--- src/rtl/mp_job_sequencer.sv ---
// mp_job_sequencer: bus master that runs one operand/instruction job on the mp slave port
//   and returns the 64-bit result, or a timeout error, to the client.
// Ports:
//   clk, reset_n                     clock, asynchronous active-low reset
//   job_valid/job_ready              job handshake (ready only in IDLE)
//   job_opa, job_opb, job_instr      operands and two-halfword instruction
//   res_valid/res_ready              result handshake
//   res_data, res_err                result (zero on error) and timeout flag
//   busy                             high outside IDLE
//   s0_sel, s_wr, s_addr, s_din      registered mp bus drive
//   s_dout, interrupt_out            mp read data and completion level
module mp_job_sequencer #(
   parameter int TIMEOUT_CYCLES = 1024
) (
   input  logic        clk,
   input  logic        reset_n,
   input  logic        job_valid,
   output logic        job_ready,
   input  logic [31:0] job_opa,
   input  logic [31:0] job_opb,
   input  logic [31:0] job_instr,
   output logic        res_valid,
   input  logic        res_ready,
   output logic [63:0] res_data,
   output logic        res_err,
   output logic        busy,
   output logic        s0_sel,
   output logic        s_wr,
   output logic [15:0] s_addr,
   output logic [31:0] s_din,
   input  logic [63:0] s_dout,
   input  logic        interrupt_out
);
   typedef enum logic [3:0] {
      IDLE, WR_A, WR_B, WR_I0, WR_I1, START, WAIT_INT, RD_RES, CAPTURE, CLR_INT, RESP
   } state_t;

   localparam logic [31:0] LAST = 32'(TIMEOUT_CYCLES - 1);

   state_t      state, nxt;
   logic [31:0] opb_q, instr_q, cnt;
   logic [49:0] bus_nxt;

   always_comb begin
      nxt = state;
      case (state)
         IDLE:     nxt = job_valid ? WR_A : IDLE;
         WR_A:     nxt = WR_B;
         WR_B:     nxt = WR_I0;
         WR_I0:    nxt = WR_I1;
         WR_I1:    nxt = START;
         START:    nxt = WAIT_INT;
         // interrupt has priority over a timeout landing in the same cycle
         WAIT_INT: nxt = interrupt_out ? RD_RES : (cnt == LAST) ? CLR_INT : WAIT_INT;
         RD_RES:   nxt = CAPTURE;
         CAPTURE:  nxt = CLR_INT;
         CLR_INT:  nxt = RESP;
         RESP:     nxt = res_ready ? IDLE : RESP;
         default:  nxt = IDLE;
      endcase
   end

   // Bus drive is derived from the next state so it is registered alongside it.
   // WR_A is only entered from the accepting cycle, so it takes job_opa live.
   always_comb begin
      bus_nxt = '0;
      case (nxt)
         WR_A:    bus_nxt = {2'b11, 16'h0101, job_opa};
         WR_B:    bus_nxt = {2'b11, 16'h0102, opb_q};
         WR_I0:   bus_nxt = {2'b11, 16'h0110, 16'h0, instr_q[15:0]};
         WR_I1:   bus_nxt = {2'b11, 16'h0111, 16'h0, instr_q[31:16]};
         START:   bus_nxt = {2'b11, 16'h0120, 32'h1};
         RD_RES:  bus_nxt = {2'b10, 16'h0130, 32'h0};
         CLR_INT: bus_nxt = {2'b11, 16'h0121, 32'h0};
         default: bus_nxt = '0;
      endcase
   end

   always_ff @(posedge clk or negedge reset_n) begin
      if (!reset_n) begin
         state <= IDLE;
         {s0_sel, s_wr, s_addr, s_din} <= '0;
         job_ready <= 1'b1;
         busy <= 1'b0;
         res_valid <= 1'b0;
         res_data <= '0;
         res_err <= 1'b0;
         opb_q <= '0;
         instr_q <= '0;
         cnt <= '0;
      end else begin
         state <= nxt;
         {s0_sel, s_wr, s_addr, s_din} <= bus_nxt;
         job_ready <= nxt == IDLE;
         busy <= nxt != IDLE;
         res_valid <= nxt == RESP;
         // zero outside WAIT_INT, so every entry starts the count at 0
         cnt <= (state == WAIT_INT) ? cnt + 32'd1 : 32'd0;
         if (state == IDLE && job_valid) begin
            opb_q <= job_opb;
            instr_q <= job_instr;
            res_err <= 1'b0;
         end
         if (state == CAPTURE) res_data <= s_dout;
         if (state == WAIT_INT && nxt == CLR_INT) begin
            res_err <= 1'b1;
            res_data <= '0;
         end
      end
   end
endmodule

--- config.mk ---
export PLATFORM = sky130hd
export DESIGN_NAME = mp_job_sequencer
export DESIGN_NICKNAME = d
export VERILOG_FILES = /design/src/rtl/mp_job_sequencer.sv
export SDC_FILE = /design/constraint.sdc
export NUM_CORES = 1
export LEC_CHECK = 0
export ABC_AREA = 1
export BUFFER_PORTS_ARGS = -buffer_cell sky130_fd_sc_hd__buf_2
export CORE_MARGIN = 2
export CORE_UTILIZATION = 35
export CTS_CLUSTER_DIAMETER = 50
export CTS_CLUSTER_SIZE = 10
export DETAILED_ROUTE_END_ITERATION = 10
export SLEW_MARGIN = 20
export SYNTH_ARGS = -nofsm -noshare
export SYNTH_HDL_FRONTEND = slang
export SYNTH_SLANG_ARGS = --single-unit
--- constraint.sdc ---
create_clock -name clk -period 3 [get_ports clk]
set_input_delay 0.3 -clock clk [delete_from_list [all_inputs] [get_ports clk]]
set_output_delay 0.3 -clock clk [all_outputs]
set_load 0.05 [all_outputs]
==> results.json, run 1 <==
{
  "end_kind": "flip-flop",
  "post_cts_buffers": 0,
  "min_path_cells": 3,
  "routed_wirelength_um": 26400,
  "die_h_um": 167,
  "worst_slew_pin_slew_ns": 0.888,
  "grt_max_degree": 99,
  "ys_ff_latch": 206,
  "insertion_delay_ns": 0.53,
  "setup_tns_ns": 0,
  "rsz0062_at_grt": "false",
  "start_kind": "flip-flop",
  "rows": 59,
  "arrival_ns": 2.78,
  "vias": 8148,
  "p_leak_nw": 6.44,
  "fin_area_um2": 12700,
  "areaGrowthSynthToFinish_pct": 37.7,
  "start_util_pct": 35.6,
  "crit_type": "flip-flop to flip-flop",
  "routabilityCongestion": 0.876,
  "reg2regPathDepth": 9,
  "hold_path.class": "input pin to flip-flop",
  "synthCells": 1021,
  "grt_use_met3_pct": 4.68,
  "coreArea_um2": 26000,
  "path_max_fanout": 37,
  "fmax_mhz": 423,
  "grt_usage_pct": 19.0,
  "numCtsBuffers": 28,
  "drc": 0,
  "finalSetupViolCount": 0,
  "die_w_um": 167,
  "grt_pass1_wl_um": 43400,
  "nFillCells": 2476,
  "top_usage_layer": "met2",
  "finalMaxSlewViolations": 0,
  "place_hpwl_um": 17600,
  "drt_iter0_drc": 432,
  "grt_pass1_vias": 8461,
  "finClkSkew_ns": 0.0121,
  "syn_area_per_cell_um2": 9.07,
  "hold_viol_final": 0,
  "cts_resized": 0,
  "min_period_ns": 2.37,
  "htree_levels": 1,
  "relSlewSlack_pct": 40.7,
  "power.density_nw_per_um2": 1060,
  "drt_pre_antenna_iters": 4,
  "outcome": "finished, final reports clean",
  "postCtsHoldBufs": 94,
  "fin_ws_ns": 0.633,
  "nets": 1548,
  "postLayoutCoreUtil_pct": 49.1,
  "cts_tree": "yes",
  "dp_slack_ns": 0.644,
  "syn_area_um2": 9260,
  "via_per_inst": 4.71,
  "irDropWorstVdd_v": 0.000685,
  "numPortBuffers": 271,
  "drive_above_1_share_pct": 32.7,
  "grt.overflow.total": 0,
  "yosysSeqAreaShare_pct": 55.7,
  "ios": 283,
  "critPathRequiredTime_ns": 3.42,
  "cts_buffer_depth": 3,
  "ant_nets": 0,
  "clock-sinks": 206,
  "clkSlewWorstSetupHoldPaths_ns": 0.06,
  "gr-usage-met2_pct": 31.7,
  "ys_types": 32,
  "antenna_found_initial": 1,
  "grt_use_met1_pct": 24.2,
  "cts-root-buf": "clkbuf_16",
  "ys_warn_count": 0,
  "post_dp_cell_area_um2": 10900,
  "maxCapViolations": 0,
  "wire_per_inst_um": 15.3,
  "post-route-period-util_pct": 78.9,
  "dieArea_um2": 27800
}
## per-layer routing
| metal | up-vias | wire length (µm) |
|---|---|---|
| met4 | 0 | 773 |
| met2 | 259 | 12700 |
| met1 | 3893 | 11200 |
| li1 | 3948 | - |
| met3 | 48 | 1780 |
| met5 | - | 0 |
## report_power, final
group          switching [mW]  total (mW)  leakage (nW)  internal [mW]
Clock                    1.19        3.17         0.425           1.98
Sequential              0.584        4.48          2.60           3.89
Combinational            4.23        5.83          3.42           1.60
## critical path, stage by stage (launching register included)
cell      delay (ns)
dfrtp_1         0.39
ha_1            0.24
nand2_2         0.09
nor2_4          0.12
nand2_2         0.10
nor2_4          0.15
nand4_4         0.53
buf_12          0.43
o211ai_1        0.11
inv_1           0.06
## path summary, 6_finish.rpt
check / from / to / slack (ns)
min in group asynchronous: reset_n / opb_q[24] / 0.34
max in group asynchronous: reset_n / cnt[25] / 1.87
worst min register to register: instr_q[23] / instr_q[23] / 0.47
worst min-delay path: job_opa[2] / s_din[2] / 0.03
worst max register to register: cnt[0] / res_data[4] / 0.63
worst max-delay path: cnt[0] / res_data[4] / 0.63
## cells in the mapped netlist
cell / instances / area share, %
nand2_1: 314 / 13
dfrtp_1: 205 / 55
inv_1: 78 / 3.2
nor2_1: 66 / 2.7
or2_2: 60 / 4.1
o211ai_1: 36 / 2.9
inv_2: 32 / 1.3
nand3_1: 29 / 1.6
o211ai_2: 28 / 3.8
clkbuf_1: 21 / 0.85
a22oi_1: 17 / 1.4
buf_2: 17 / 0.92
a22o_1: 16 / 1.5
nor3_1: 15 / 0.81
xor2_1: 15 / 1.4
buf_4: 12 / 0.97
nand4_1: 10 / 0.68
o21ai_0: 9 / 0.49
a21oi_1: 8 / 0.43
nor4_1: 5 / 0.34
or2_1: 5 / 0.34
buf_1: 4 / 0.16
buf_6: 4 / 0.49
nand2_2: 3 / 0.20
nor2_4: 3 / 0.36
nor2_2: 2 / 0.14
nor3b_1: 2 / 0.16
a31oi_1: 1 / 0.068
conb_1: 1 / 0.041
dfstp_2: 1 / 0.28
ha_1: 1 / 0.14
nand4_4: 1 / 0.23
## metrics by stage
stage	total power [mW]	std cells	hold WS, ns
CTS	13.6	1730	0.00904
global route	14.3	1731	0.0241
global placement	10.2	1593	0.353
detailed placement	10.3	1593	0.350
floorplan	8.74	1031	0.00441
finish	13.5	1731	0.0258
## area by class of cell
class	instances	area [µm²]	area share (%)
Antenna cell	1	2.50	0.0196
Clock buffer	36	782	6.13
Clock inverter	7	97.6	0.766
Inverter	110	413	3.24
Multi-Input combinational cell	657	3430	26.9
Sequential cell	206	5160	40.4
Tap cell	335	419	3.29
Timing Repair Buffer	379	2450	19.2
## flip-flops by register name, indices dropped and copies added, names as in the netlist, 4 cells and up
name,count
opb_q,32
state,4
res_data,64
s_addr,5
cnt,32
s_din,32
instr_q,32
## cells in the final DEF, fill, tap and decap left out, types with 10 or more instances in the layout
| master | instances |
|---|---|
| dfrtp_1 | 205 |
| conb_1 | 11 |
| nand4_1 | 10 |
| o211ai_1 | 36 |
| clkbuf_16 | 29 |
| a22o_1 | 16 |
| buf_2 | 270 |
| nor2_1 | 64 |
| buf_4 | 11 |
| nor3_1 | 15 |
| o211ai_2 | 28 |
| or2_2 | 60 |
| inv_2 | 32 |
| nand3_1 | 29 |
| nand2_1 | 314 |
| xor2_1 | 15 |
| dlygate4sd3_1 | 94 |
| a22oi_1 | 17 |
| inv_1 | 78 |
## kinds of logic (layout without fill, tap and decap cells)
family	Yosys count	in the layout	share of synthesized area, %
other	1	12	0.0405
buffers and inverters	168	532	7.85
AOI/OAI and AO/OA	115	115	10.6
and+or+nand+nor	515	515	24.3
adders and majority gates	1	1	0.135
DFF	206	206	55.7
xor gates and xnor gates	15	15	1.42
(Power assumes the default switching activity.)
==> inputs of run 2 (changes only) <==
Clock period 3 ns to 2.05 ns, I/O delays scaled along.
==> run 2 against run 1 <==
Against the previous run: non-clock buffer count increased by 70; die area unchanged; critical endpoint is now res_data[28]; first-iteration DRC count decreased by 10%; via count increased by 4.1%; combinational power increased by 52%; worst setup slack got worse by 0.49 ns; largest power group unchanged; core utilization increased by 3.4 points; routed wire length increased by 4.1%; clock-buffer cell count increased by 4; sequential power increased by 46%.
==> results.json, run 2 (same netlist as run 1, synthesis figures left out) <==
{
  "outcome": "finished, final reports clean",
  "grt.overflow.total": 0,
  "grt_usage_pct": 19.8,
  "grt_pass1_vias": 9109,
  "min_path_cells": 4,
  "crit_type": "flip-flop to flip-flop",
  "critPathSlowestCell": "dfrtp_1",
  "grt_max_degree": 79,
  "multiInputGateArea_um2": 3430,
  "htree_levels": 1,
  "drc": 0,
  "drt_pre_antenna_iters": 4,
  "insertion_delay_ns": 0.55,
  "die_h_um": 167,
  "start_util_pct": 35.6,
  "cts_tree": "yes",
  "numPortBuffers": 271,
  "dieArea_um2": 27800,
  "finalSetupViolCount": 0,
  "critPathRequiredTime_ns": 2.47,
  "min_from": "s_dout[58]",
  "grt_pass1_wl_um": 45700,
  "vias": 8479,
  "finClkSkew_ns": 0.0146,
  "rows": 59,
  "ios": 283,
  "maxCapViolations": 0,
  "drive_above_1_share_pct": 31.8,
  "cts-root-buf": "clkbuf_16",
  "coreArea_um2": 26000,
  "post-route-period-util_pct": 93.1,
  "arrival_ns": 2.33,
  "cp_cell_sequence": "ha_1 -> nand2_2 -> nor2_4 -> nand2_2 -> nor2_4 -> nand4_4 -> buf_4 -> o211ai_1 -> inv_1",
  "routabilityCongestion": 0.885,
  "numCtsBuffers": 29,
  "nFillCells": 2337,
  "ant_nets": 0,
  "final_common_cell": "nand2_1",
  "power.density_nw_per_um2": 1500,
  "rr_endpoint": "res_data[28]",
  "worst_slew_pin_slew_ns": 0.822,
  "start_kind": "flip-flop",
  "routed_wirelength_um": 27500,
  "p_leak_nw": 6.83,
  "holdWs_ns": 0.0123,
  "antenna_found_initial": 1,
  "register_area_um2": 5160,
  "reg2reg_from": "cnt[0]",
  "path_max_fanout": 17,
  "reg2regPathDepth": 9,
  "layout_common_cells": "314 x nand2_1, 270 x buf_2, 205 x dfrtp_1",
  "die_w_um": 167,
  "drt_iter0_drc": 389,
  "clock-sinks": 206,
  "wire_per_inst_um": 15.2,
  "hold_end": "res_data[58]",
  "relSlewSlack_pct": 45.1,
  "cpPeakStageDelay_ns": 0.41,
  "ff2ff_setup_slack_ns": 0.14,
  "cts_buffer_depth": 3,
  "clkSlewWorstSetupHoldPaths_ns": 0.05,
  "hold_path.class": "input pin to flip-flop",
  "total_power_mw": 20.5,
  "via_per_inst": 4.69,
  "hold_viol_final": 0,
  "min_period_ns": 1.91,
  "largest_register_ffs": 64,
  "end_kind": "flip-flop",
  "setup_tns_ns": 0,
  "nets": 1619,
  "cts_resized": 0,
  "regMostFlops": "res_data",
  "place_hpwl_um": 17500,
  "fmax_mhz": 524,
  "finalMaxSlewViolations": 0,
  "areaGrowthSynthToFinish_pct": 47.1,
  "rsz0062_at_grt": "false",
  "irDropWorstVdd_v": 0.00152
}
## run 2: changes by cell type in the layout (fill, tap and decap cells not counted)
cell,before,now
dlygate4sd3_1,94,159
buf_12,3,9
clkbuf_8,4,8
clkinv_2,1,5
buf_4,11,10
bufinv_16,2,3
clkinvlp_4,2,1
inv_16,0,1
inv_6,1,0
## run 2: how the worst max path moves through the flow
| stage | to | cells after the start | start | slack (ns) |
|---|---|---|---|---|
| 4_1_cts | res_data[28] | 9 | cnt[0] | 0.14 |
| 2_1_floorplan | res_data[35] | 10 | cnt[0] | 0.43 |
| 3_5_place_dp | res_data[28] | 9 | cnt[0] | 0.18 |
| 3_3_place_gp | res_data[28] | 9 | cnt[0] | 0.26 |
| 6_report | res_data[28] | 9 | cnt[0] | 0.14 |
| 5_1_grt | res_data[33] | 9 | cnt[0] | 0.02 |
## run 2: final cells by class
cell class	count	share of cell area (%)
antenna	1	0.0184
inverter	110	3.03
timing repair buffer	449	23.6
tap	335	3.08
clock buffer	40	6.15
sequential	206	37.9
multi-input combinational	657	25.2
clock inverter	11	1.11
## run 2: power by group
group / total (mW) / switching (mW) / internal (mW)
registers: 6.53 / 0.833 / 5.69
clock network: 5.09 / 1.87 / 3.22
logic: 8.84 / 6.33 / 2.51
## run 2: timing repair
action                                 4_1_cts  5_1_grt
buffers inserted                             0        0
hold buffers                               159        0
setup endpoints to repair                    0        0
endpoints found under the hold margin      363        0
## run 2: critical path, delay by kind of cell, from the launching register on
family / cells / cell delay (ns)
AOI/OAI and AO/OA: 1 / 0.12
buffers and inverters: 2 / 0.33
adders and majority gates: 1 / 0.26
DFF: 1 / 0.41
and+or+nand+nor: 5 / 0.65
## run 2: stage by stage
stage / std cells / area [µm²] / utilization, % / setup WS, ns
finish: 1809 / 13600 / 52.4 / 0.141
global route: 1809 / 13600 / 52.4 / 0.0184
CTS: 1808 / 13600 / 52.4 / 0.141
detailed placement: 1598 / 11000 / 42.5 / 0.177
global placement: 1598 / 11000 / 42.5 / 0.265
floorplan: 1031 / 9300 / - / 0.428
## run 2: routing by layer
metal  global-route usage (%)  part of all wire, %  up-vias
met4                     6.63                  3.2        0
met5                        0                    0        -
met3                     4.97                  7.2       63
li1                         -                    -     4086
met2                     34.3                   48      313
met1                     24.2                   41     4017
